`src/rtl/miriscv_lsu.sv`:
```
// Load-store unit: turns a core load/store into one byte-enabled memory beat and
// extends the read data. Optional misalignment trap via MIRISCV_LSU_MISALIGN_EN.
module miriscv_lsu (
  input  logic        clk_i,
  input  logic        rst_n_i,
  input  logic        lsu_req_i,
  input  logic        lsu_we_i,
  input  logic [2:0]  lsu_size_i,
  input  logic [31:0] lsu_addr_i,
  input  logic [31:0] lsu_data_i,
  output logic [31:0] lsu_data_o,
  output logic        lsu_stall_req_o,
  output logic        lsu_misalign_o,
  output logic        data_req_o,
  output logic        data_we_o,
  output logic [3:0]  data_be_o,
  output logic [31:0] data_addr_o,
  output logic [31:0] data_wdata_o,
  input  logic        data_gnt_i,
  input  logic        data_rvalid_i,
  input  logic [31:0] data_rdata_i
);

  typedef enum logic [1:0] {IDLE, REQ, WAIT} state_t;

  state_t      state, state_next;
  logic        is_byte, is_half, misaligned, issue, done;
  logic [3:0]  be_new;
  logic [31:0] wdata_new;
  logic        we_q;
  logic [3:0]  be_q;
  logic [31:0] addr_q, wdata_q, data_q, load_ext;
  logic [2:0]  size_q;
  logic [1:0]  off_q;
  logic [7:0]  byte_sel;
  logic [15:0] half_sel;

  assign is_byte = (lsu_size_i == 3'd0) || (lsu_size_i == 3'd4);
  assign is_half = (lsu_size_i == 3'd1) || (lsu_size_i == 3'd5);

`ifdef MIRISCV_LSU_MISALIGN_EN
  assign misaligned = (state == IDLE) && lsu_req_i &&
                      ((is_half && lsu_addr_i[0]) ||
                       (!is_byte && !is_half && (lsu_addr_i[1:0] != 2'b00)));
`else
  assign misaligned = 1'b0;
`endif

  assign issue = (state == IDLE) && lsu_req_i && !misaligned;
  assign done  = (state == WAIT) && data_rvalid_i;

  always_comb begin
    if (is_byte) begin
      be_new    = 4'b0001 << lsu_addr_i[1:0];
      wdata_new = {4{lsu_data_i[7:0]}};
    end else if (is_half) begin
      be_new    = 4'b0011 << {lsu_addr_i[1], 1'b0};
      wdata_new = {2{lsu_data_i[15:0]}};
    end else begin
      be_new    = 4'b1111;
      wdata_new = lsu_data_i;
    end
  end

  // State register
  always_ff @(posedge clk_i or negedge rst_n_i) begin
    if (!rst_n_i) state <= IDLE;
    else          state <= state_next;
  end

  // Next-state logic
  always_comb begin
    state_next = state;
    case (state)
      IDLE:    if (issue) state_next = data_gnt_i ? WAIT : REQ;
      REQ:     if (data_gnt_i) state_next = WAIT;
      WAIT:    if (data_rvalid_i) state_next = IDLE;
      default: state_next = IDLE;
    endcase
  end

  // Request outputs: live core fields on the issue cycle, captured copy while waiting for grant
  always_comb begin
    data_req_o   = 1'b0;
    data_we_o    = 1'b0;
    data_be_o    = 4'b0000;
    data_addr_o  = 32'h0;
    data_wdata_o = 32'h0;
    case (state)
      IDLE: if (issue) begin
        data_req_o   = 1'b1;
        data_we_o    = lsu_we_i;
        data_be_o    = be_new;
        data_addr_o  = lsu_addr_i;
        data_wdata_o = wdata_new;
      end
      REQ: begin
        data_req_o   = 1'b1;
        data_we_o    = we_q;
        data_be_o    = be_q;
        data_addr_o  = addr_q;
        data_wdata_o = wdata_q;
      end
      default: ;
    endcase
  end

  always_ff @(posedge clk_i or negedge rst_n_i) begin
    if (!rst_n_i) begin
      we_q    <= 1'b0;
      be_q    <= 4'b0000;
      addr_q  <= 32'h0;
      wdata_q <= 32'h0;
      size_q  <= 3'd0;
      off_q   <= 2'd0;
    end else if (issue) begin
      we_q    <= lsu_we_i;
      be_q    <= be_new;
      addr_q  <= lsu_addr_i;
      wdata_q <= wdata_new;
      size_q  <= lsu_size_i;
      off_q   <= lsu_addr_i[1:0];
    end
  end

  assign byte_sel = data_rdata_i[{off_q, 3'b000} +: 8];
  assign half_sel = data_rdata_i[{off_q[1], 4'b0000} +: 16];

  always_comb begin
    case (size_q)
      3'd0:    load_ext = {{24{byte_sel[7]}}, byte_sel};
      3'd4:    load_ext = {24'h0, byte_sel};
      3'd1:    load_ext = {{16{half_sel[15]}}, half_sel};
      3'd5:    load_ext = {16'h0, half_sel};
      default: load_ext = data_rdata_i;
    endcase
  end

  always_ff @(posedge clk_i or negedge rst_n_i) begin
    if (!rst_n_i)          data_q <= 32'h0;
    else if (done && !we_q) data_q <= load_ext;
  end

  assign lsu_data_o      = done ? load_ext : data_q;
  assign lsu_stall_req_o = lsu_req_i && !done && !misaligned;
  assign lsu_misalign_o  = misaligned;

endmodule

```
`config.mk`:
```
export PLATFORM = sky130hd
export DESIGN_NAME = miriscv_lsu
export DESIGN_NICKNAME = d
export VERILOG_FILES = /design/src/rtl/miriscv_lsu.sv
export SDC_FILE = /design/constraint.sdc
export NUM_CORES = 1
export LEC_CHECK = 0
export ABC_AREA = 1
export ABC_CLOCK_PERIOD_IN_PS = 1400
export BUFFER_PORTS_ARGS = -buffer_cell sky130_fd_sc_hd__buf_2
export CORE_ASPECT_RATIO = 0.5
export CORE_MARGIN = 5
export CORE_UTILIZATION = 47
export CTS_BUF_LIST = sky130_fd_sc_hd__clkbuf_4
export DETAILED_ROUTE_END_ITERATION = 7
export GPL_ROUTABILITY_DRIVEN = 1
export PLACE_DENSITY = 0.87
export SLEW_MARGIN = 20
export SYNTH_ARGS = -nofsm -noshare
export SYNTH_HDL_FRONTEND = slang
export SYNTH_SLANG_ARGS = --single-unit
export TNS_END_PERCENT = 30
```
`constraint.sdc`:
```
create_clock -name clk_i -period 1.4 [get_ports clk_i]
set_clock_uncertainty 0.15 [all_clocks]
set_input_delay 0.14 -clock clk_i [delete_from_list [all_inputs] [get_ports clk_i]]
set_output_delay 0.14 -clock clk_i [all_outputs]
set_load 0.01 [all_outputs]
```
== Word-level counts from Yosys, hierarchy flattened ==
Cells that the tools add are included.

* Register bits after elaboration: 108
* Output and inout bits: 104
* Bits of input ports: 105
* Word-level logic and storage cells: 56

* Shifts and indexed selects: 4
* Reductions and logical operators: 12
* Equality and inequality tests: 11
* Multiplexer cells: 21

{| class="wikitable"
|+ Operators with widths
! cell !! count
|-
| $mux W32 || 5
|-
| $pmux W32 S2 || 2
|-
| $pmux W32 S4 || 1
|-
| $shiftx A32 B6 Y16 || 1
|-
| $shiftx A32 B6 Y8 || 1
|-
| $eq A3 B3 Y1 const B || 4
|-
| $mux W4 || 3
|-
| $mux W2 || 4
|-
| $pmux W4 S2 || 1
|-
| $eq A3 B1 Y1 const B || 2
|-
| $logic_not A3 Y1 || 2
|-
| $ne A2 B2 Y1 const B || 3
|-
| $pmux W2 S3 || 1
|-
| $logic_and A1 B1 Y1 || 4
|-
| $pmux W1 S2 || 2
|-
| $shl A1 B2 Y4 const A || 1
|-
| $shl A2 B2 Y4 const A || 1
|-
| $reduce_and A3 Y1 || 1
|-
| $eq A2 B1 Y1 const B || 1
|-
| $eq A2 B2 Y1 const B || 1
|-
| $logic_not A1 Y1 || 2
|-
| $logic_not A2 Y1 || 1
|-
| $logic_or A1 B1 Y1 || 2
|-
| $mux W1 || 2
|}

== Longest topological paths before layout ==
Gate-level depths: netlist (run 1).

* Depth in word-level cells: 6
* Mapped depth: 9
* Gate-level depth less buffers: 8

== Least setup slack after synthesis (run 1) ==
Ideal clock, no wire load.

* Path kind: reg2out
* From: register size_q[1]
* To: output port lsu_data_o[16]
* Arrival: 1.235 ns
* Slack: -0.125 ns
* Data required time: 1.110 ns
* Stages on the path, launching flop included: 9
* Cell sequence: dfrtp_1 > nor2_4 > inv_2 > nor2_4 > nand2_4 > buf_6 > nand3_2 > nand2_1 > nand2_1

* Word-level cells in the longest chain between the ends: 3
* Elaborated cells between the ends (all ways): 6
* Those cells by class: eq/ne: 3; mux: 2; reduce/logical: 1

{| class="wikitable"
|+ RTL lines
! item !! RTL line !! source
|-
| from (decl) || 33 || <nowiki>logic [2:0] size_q;</nowiki>
|-
| from (signal assigned) || 121 || <nowiki>size_q <= lsu_size_i;</nowiki>
|-
| $eq A3 B3 Y1 (tied with other cells) || 130 || <nowiki>case (size_q)</nowiki>
|-
| $pmux W32 S4 * || 130 ||
|-
| $mux W32 * || 144 || <nowiki>assign lsu_data_o = done ? load_ext : data_q;</nowiki>
|-
| to (decl) || 11 || <nowiki>output logic [31:0] lsu_data_o,</nowiki>
|}

Every way passes the cells marked *; elsewhere a longest branch is shown, timed or not.

== Worst setup path in the final report (run 1) ==
* From: register state[0]
* To: output port data_wdata_o[21]

* Word-level cells in the longest chain between the ends: 4
* Elaborated cells between the ends (all ways): 5
* Those cells by class: eq/ne: 1; mux: 2; reduce/logical: 2

{| class="wikitable"
|+ RTL lines
! item !! RTL line !! source
|-
| from (decl) || 26 || <nowiki>state_t state, state_next;</nowiki>
|-
| from (signal assigned) || 68 || <nowiki>else state <= state_next;</nowiki>
|-
| $logic_not A2 Y1 || 49, 89 ||
|-
| $logic_and A1 B1 Y1 || 49 || <nowiki>assign issue = (state == IDLE) && lsu_req_i && !misaligned;</nowiki>
|-
| $mux W32 || 90 || <nowiki>IDLE: if (issue) begin</nowiki>
|-
| $pmux W32 S2 * || 89 || <nowiki>case (state)</nowiki>
|-
| to (decl) || 18 || <nowiki>output logic [31:0] data_wdata_o,</nowiki>
|}

Marked as above.

==> out/results.tsv, run 1 <==
stage	metric	value	unit
worst_setup_path	Critical path origin	state[0]	
timing	unrepaired setup endpoints after global routing	true	
yosys	Cell Area, Synth	6140	um^2
final_layout	Final nets	1292	
worst_setup_path	critical path's slowest cell	dfrtp_1	
placed_design	Post-DP HPWL	14600	um
clock_network	insertion delay to the later sink of the worst-skew pair	0.48	ns
die	I/O Pins	209	
final_layout	layout cells sized above 1	42.2	%
global_route	vias in the first global route	6980	
clock_network	Num CTS Buffers	9	
die	Die Wd	172	um
yosys	asr flop ratio synth	100	%
yosys	Yosys warnings	0	
clock_network	CTS root buf	clkbuf_4	
placed_design	Post-Place Cells	1273	
route	WL final	26100	um
die	Rows	29	
route	DRT iter0 DRCs	921	
worst_setup_path	Critical Path AT	2.02	ns
worst_setup_path	CP Capture Point	data_wdata_o[21]	
timing	post-route minimum period	2.31	ns
yosys	Netlist cell types	32	
final_layout	# diodes	0	
worst_setup_path	Critical Path Fanout Max	10	
final_layout	fillers	778	
route	# DRC	0	
placed_design	IO Port Bufs	207	
clock_network	CTS Hold Buffers Added	37	
yosys	Avg Cell Area, Syn	7.08	um^2
clock_network	clock-pin slew on the worst setup and hold paths	0.18	ns
run	Max Cap Viol	0	
die	Initial Util	48.2	%
yosys	post-synthesis register bit count	106	
timing	Slew Viols, Final	0	
pwr	Max VDD drop	1.07	mV
timing	Fin Setup TNS	-108.95	ns
global_route	gr usage total	27.3	%
final_layout	Layout Cells excl Fill	1360	
die	total die area	15600	um^2
timing	Min Hold Slack	-0.228	ns
timing	post-layout worst setup margin	-0.914	ns
timing	fmax	0.432	GHz
clock_network	clk sinks	106	
route	vias per cell	5.69	
timing	fin crit share	165	%
worst_setup_path	r2r setup slk	-0.55	ns
worst_setup_path	Setup CP Type	flip-flop to primary output	
route	vias after detailed routing	7733	
final_layout	fin util	77.1	%
worst_setup_path	Reg2Reg Launch Point	state[0]	
die	Core Box Area	12700	um^2
yosys	dominant cells by area after synthesis	dfrtp_1 43%, nand2_1 20%, o21ai_0 12%, inv_1 6.4%, nand3_2 3.4%	
yosys	Synth Net Count	972	
global_route	total gr overflow	0	
clock_network	CTS max path bufs	2	
yosys	Gate Count Post-Synth	867	
status	status	finished with violations	
die	Die Height	90.8	um
yosys	cell type with the largest total area after synthesis	dfrtp_1	
route	drt pass-1 iters	6	
pwr	Pwr per Cell Area	1490	nW/um^2
yosys	Top FF cell, synth	dfrtp_1	
yosys	Post-synth EDFFs	0	
clock_network	H-tree depth	3	
yosys	top cell type's share of synthesized area	43.2	%
placed_design	GPL Wtd Cong	0.940	
route	Routed WL per cell	19.2	um
timing	Slew @ Worst Pin	0.600	ns
global_route	largest net degree at the start of global routing	45	
worst_setup_path	Crit. End Element	primary output	
worst_setup_path	worst-path cell chain	inv_2 -> nand3_4 -> buf_12 -> nor2_4 -> buf_6 -> o22ai_1 -> o21ai_1 -> buf_2	
worst_setup_path	R2R cell count	10	
yosys	sequential element share of the synthesized area	43.2	%
worst_setup_path	CP startpoint kind	flip-flop	
timing	Final Hold Fails	52	
hold_path	Hold Path Class	input pin to flip-flop	
status	failing checks	hold timing, setup timing	
global_route	global-route wire length before repair	34500	um
route	post-route ant nets	0	
pwr	Leak Pwr	5.27	nW
timing	Slew headroom	59.6	%
worst_setup_path	worst endpoint required time	1.11	ns
worst_setup_path	Largest stage delay, worst path	0.44	ns
global_route	initial antenna violation count	0	
clock_network	CTS tree	built	
worst_setup_path	RR Endpoint	data_q[13]	
final_layout	Area growth, synth to finish	59.8	%
timing	final setup fails	206	
[cells in the final DEF, fill, tap and decap left out, types with 7 or more instances in the layout]
cell	instances
buf_12	18
o21ai_0	65
o21ai_1	61
nand3_1	16
clkbuf_4	10
nor2_2	11
o211ai_1	15
clkbuf_16	7
dlygate4sd3_1	36
nand3_4	22
nor2_4	12
nor2_1	10
nand3_2	11
inv_1	101
buf_4	66
o21ai_2	20
nand2_2	60
buf_2	184
buf_6	34
dfrtp_1	104
nand2_1	257
[worst max-delay path: cells and delay by family, from the launching register on]
kind	cells	cell delay [ns]
compound gates	2	0.25
buf+inv	4	0.61
flops	1	0.44
simple gates	2	0.24
[metal layers]
| layer | global-route usage (%) | wire length, um |
|---|---|---|
| met4 | 12.1 | 1810 |
| met3 | 5.99 | 2510 |
| met5 | 0 | 0 |
| met2 | 46.3 | 12600 |
| met1 | 33.3 | 9200 |
[metrics by stage]
step | cell area, um^2 | total power [mW] | setup WS, ns
3_5_place_dp | 7970 | 10.5 | -0.371
4_1_cts | 8840 | 12.5 | -0.757
6_report | 9810 | 14.6 | -0.914
2_1_floorplan | 6230 | 8.08 | -0.0577
5_1_grt | 9810 | 15.4 | -1.05
3_3_place_gp | 7970 | 10.3 | -0.301
[sequential cells by signal, indices dropped and copies added, names as in the netlist]
name,flops
be_q,4
wdata_q,32
data_q,32
state,2
size_q,3
we_q,1
addr_q,32
[cells by family after synthesis]
logic type | count (synthesis) | synth area share, %
and+or+nand+nor | 417 | 29.8
AOI/OAI and AO/OA | 184 | 16.1
buffers and inverters | 159 | 10.8
DFF | 106 | 43.2
other | 1 | 0.0611
[what timing repair did]
action,in CTS,in global routing
resized for setup,75,206
buffers inserted,5,18
endpoints found under the setup margin,188,212
pin swaps,5,28
cloned,4,9
endpoints found under the hold margin,207,58
[report_power, final]
part / switching [mW] / total (mW) / internal (mW) / leakage (nW)
Combinational: 4.66 / 8.35 / 3.69 / 3.89
Clock: 1.03 / 1.57 / 0.536 / 0.0634
Sequential: 0.557 / 4.65 / 4.10 / 1.31
Total: 6.25 / 14.6 / 8.33 / 5.27
[cells in the mapped netlist, drive strengths merged, types with 5 or more instances]
master and instances:
nand2 324, o21ai 147, inv 113, dfrtp 106, nand3 49, nor2 33, buf 30, clkbuf 16
o211ai 15, o22ai 8, o21bai 6, a21oi 5, nand3b 5
[worst min-delay path by stage]
| stage | start | to | slack, ns | cells past startpoint |
|---|---|---|---|---|
| 5_1_grt | lsu_addr_i[3] | addr_q[3] | -0.27 | 3 |
| 3_5_place_dp | rst_n_i | wdata_q[9] | -0.13 | 1 |
| 4_1_cts | lsu_addr_i[3] | addr_q[3] | -0.24 | 3 |
| 2_1_floorplan | rst_n_i | addr_q[0] | -0.31 | 0 |
| 3_3_place_gp | rst_n_i | wdata_q[10] | -0.13 | 1 |
| 6_report | lsu_addr_i[3] | addr_q[3] | -0.23 | 3 |
[area by class of cell]
type                            count  area (um^2)  share of cell area [%]
Tap cell                          170          213                    2.17
Clock buffer                       10         75.1                   0.765
Clock inverter                      4         45.0                   0.459
Multi-Input combinational cell    603         3510                    35.7
Sequential cell                   106         2660                    27.1
Timing Repair Buffer              353         2860                    29.1
Timing Repair inverter              1         8.76                  0.0893
Inverter                          113          454                    4.63
(Power assumes the default switching activity.)
==> run 2: changes to the inputs <==
Settings changed: ABC_CLOCK_PERIOD_IN_PS 1400 to 2200, BUFFER_PORTS_ARGS -buffer_cell sky130_fd_sc_hd__buf_2 to unset, CORE_UTILIZATION 47 to 55, DONT_BUFFER_PORTS set to 1, PLACE_DENSITY 0.87 to 0.79, SLEW_MARGIN 20 to 40.
Clock period 1.4 ns to 2.2 ns, I/O delays scaled along.
==> run 2 against run 1 <==
  * The flow still finishes with violations (hold timing, setup timing)
  * Clock-buffer cell count grew 1
  * Setup slack gained 0.87 ns
  * Worst hold slack lost 0.50 ns
  * Combinational power shrank 52%
  * Total power shrank 45%
  * First-iteration DRC count shrank 9.1%
  * Clock power shrank 34%
  * Wire length shrank 9.8%
  * Utilization grew 3.3 points
  * Non-clock buffer count shrank 144
==> out/results.tsv, run 2 (synthesized netlist as in run 1, its figures left out) <==
stage	metric	value	unit
status	status	finished with violations	
status	failing checks	hold timing, setup timing	
timing	post-route minimum period	2.25	ns
placed_design	Post-Place Cells	1002	
pwr	Max VDD drop	0.444	mV
timing	final setup fails	12	
placed_design	Post-DP HPWL	12100	um
placed_design	IO Port Bufs	0	
timing	Slew headroom	60.6	%
placed_design	GPL Wtd Cong	0.940	
global_route	total gr overflow	0	
final_layout	fillers	651	
final_layout	fin util	80.4	%
worst_setup_path	Critical Path AT	1.88	ns
clock_network	H-tree depth	3	
timing	Final Hold Fails	106	
route	DRT iter0 DRCs	837	
route	post-route ant nets	0	
die	Rows	27	
pwr	Pwr per Cell Area	909	nW/um^2
run	Max Cap Viol	0	
timing	fin crit share	102	%
hold_path	Hold Path Class	input pin to asynchronous set/reset pin	
timing	fmax	0.445	GHz
die	Core Box Area	10900	um^2
timing	Slew @ Worst Pin	0.590	ns
die	Die Wd	159	um
worst_setup_path	Crit. End Element	primary output	
global_route	initial antenna violation count	1	
clock_network	Num CTS Buffers	9	
die	Initial Util	56.1	%
global_route	largest net degree at the start of global routing	107	
clock_network	CTS tree	built	
timing	post-layout worst setup margin	-0.0459	ns
final_layout	Area growth, synth to finish	43.3	%
timing	Slew Viols, Final	0	
worst_setup_path	R2R cell count	9	
final_layout	most common cell after layout, fill and taps aside	nand2_1	
route	vias after detailed routing	7099	
final_layout	layout cells sized above 1	20.8	%
final_layout	most frequent cells in the layout	283 x nand2_1, 139 x dlygate4sd3_1, 111 x o21ai_0	
final_layout	Multi-input gate area	3280	um^2
worst_setup_path	Critical Path Fanout Max	5	
worst_setup_path	worst endpoint required time	1.83	ns
final_layout	Top Registers	addr_q x32, data_q x32, wdata_q x32	
clock_network	clk sinks	106	
global_route	global-route wire length before repair	34500	um
worst_setup_path	Reg2Reg Launch Point	addr_q[1]	
clock_network	insertion delay to the later sink of the worst-skew pair	0.45	ns
pwr	Leak Pwr	4.30	nW
final_layout	Final nets	1151	
route	# DRC	0	
final_layout	Layout Cells excl Fill	1198	
die	I/O Pins	209	
route	Routed WL per cell	19.7	um
route	vias per cell	5.93	
clock_network	CTS root buf	clkbuf_4	
timing	unrepaired setup endpoints after global routing	true	
timing	Min Hold Slack	-0.730	ns
route	drt pass-1 iters	8	
route	WL final	23600	um
global_route	gr usage total	31.0	%
die	total die area	13500	um^2
final_layout	Seq. cell area	2660	um^2
worst_setup_path	RR Endpoint	data_q[11]	
worst_setup_path	Setup CP Type	flip-flop to primary output	
worst_setup_path	CP startpoint kind	flip-flop	
global_route	vias in the first global route	6784	
clock_network	clock-pin slew on the worst setup and hold paths	0.17	ns
clock_network	CTS max path bufs	2	
die	Die Height	84.7	um
worst_setup_path	r2r setup slk	0.09	ns
## run 2: cell types whose count changed in the layout (fill, tap and decap cells not counted), moves of 13 or more
cell           delta
buf_6            -26
o21ai_2          -13
nand3_4          -19
o21ai_1          -32
buf_2           -184
nand2_2          -23
buf_4            -15
buf_12           -14
nand3_2          +22
dlygate4sd3_1   +103
nand2_1          +26
o21ai_0          +46
## run 2: worst max path at each step
| stage | endpoint | depth (start not counted) | startpoint |
|---|---|---|---|
| detailed placement | lsu_data_o[31] | 7 | addr_q[0] |
| global placement | data_wdata_o[17] | 6 | state[1] |
| CTS | lsu_data_o[4] | 7 | addr_q[1] |
| global route | data_addr_o[16] | 5 | state[0] |
| floorplan | lsu_data_o[16] | 8 | size_q[1] |
| finish | data_wdata_o[18] | 7 | state[0] |
## run 2: cell type report
| cell class | count | area share, % |
|---|---|---|
| Multi-Input combinational cell | 607 | 37.2 |
| Sequential cell | 106 | 30.2 |
| Timing Repair Buffer | 209 | 23.9 |
| Inverter | 113 | 4.93 |
| Tap cell | 145 | 2.06 |
| Clock buffer | 11 | 0.938 |
| Clock inverter | 5 | 0.626 |
| Antenna cell | 2 | 0.0569 |
## run 2: worst max-delay path: stages (launching register included)
cell,delay (ns)
dfrtp_1,0.43
inv_2,0.12
nand3_4,0.18
buf_6,0.20
nor2_4,0.13
o22ai_2,0.11
o21ai_2,0.11
buf_4,0.15
## run 2: power by group
part           switching, mW  leakage [nW]  internal [mW]
clock                  0.667        0.0745          0.370
combinational           2.46          2.92           1.55
sequential             0.343          1.31           2.61
total                   3.47          4.30           4.53
## run 2: per-layer routing
metal	track usage [%]	up-vias	wire length, um
met4	12.2	0	1120
met1	37.6	3314	8500
met2	52.6	563	11300
met3	9.27	110	2640
met5	0	-	0
li1	-	3112	-
## run 2: per-stage QoR
step	power [mW]	area, um^2	setup slack (ns)	hold WS, ns	setup TNS [ns]
floorplan	5.03	6140	0.595	-0.226	0
global placement	5.57	6380	0.286	-0.223	0
detailed placement	5.67	6380	0.265	-0.224	0
CTS	7.23	8160	-0.0221	-0.761	-0.105
global route	8.49	8800	-0.155	-0.784	-8.15
finish	8.00	8800	-0.0459	-0.730	-0.217
## run 2: what timing repair did
item | 4_1_cts | 5_1_grt
buffers inserted | 12 | 17
hold endpoints to repair | 211 | 107
gates resized for setup | 45 | 122
cloned | 2 | 8
hold buffers | 139 | 1
pin swaps | 3 | 18
setup endpoints to repair | 99 | 112
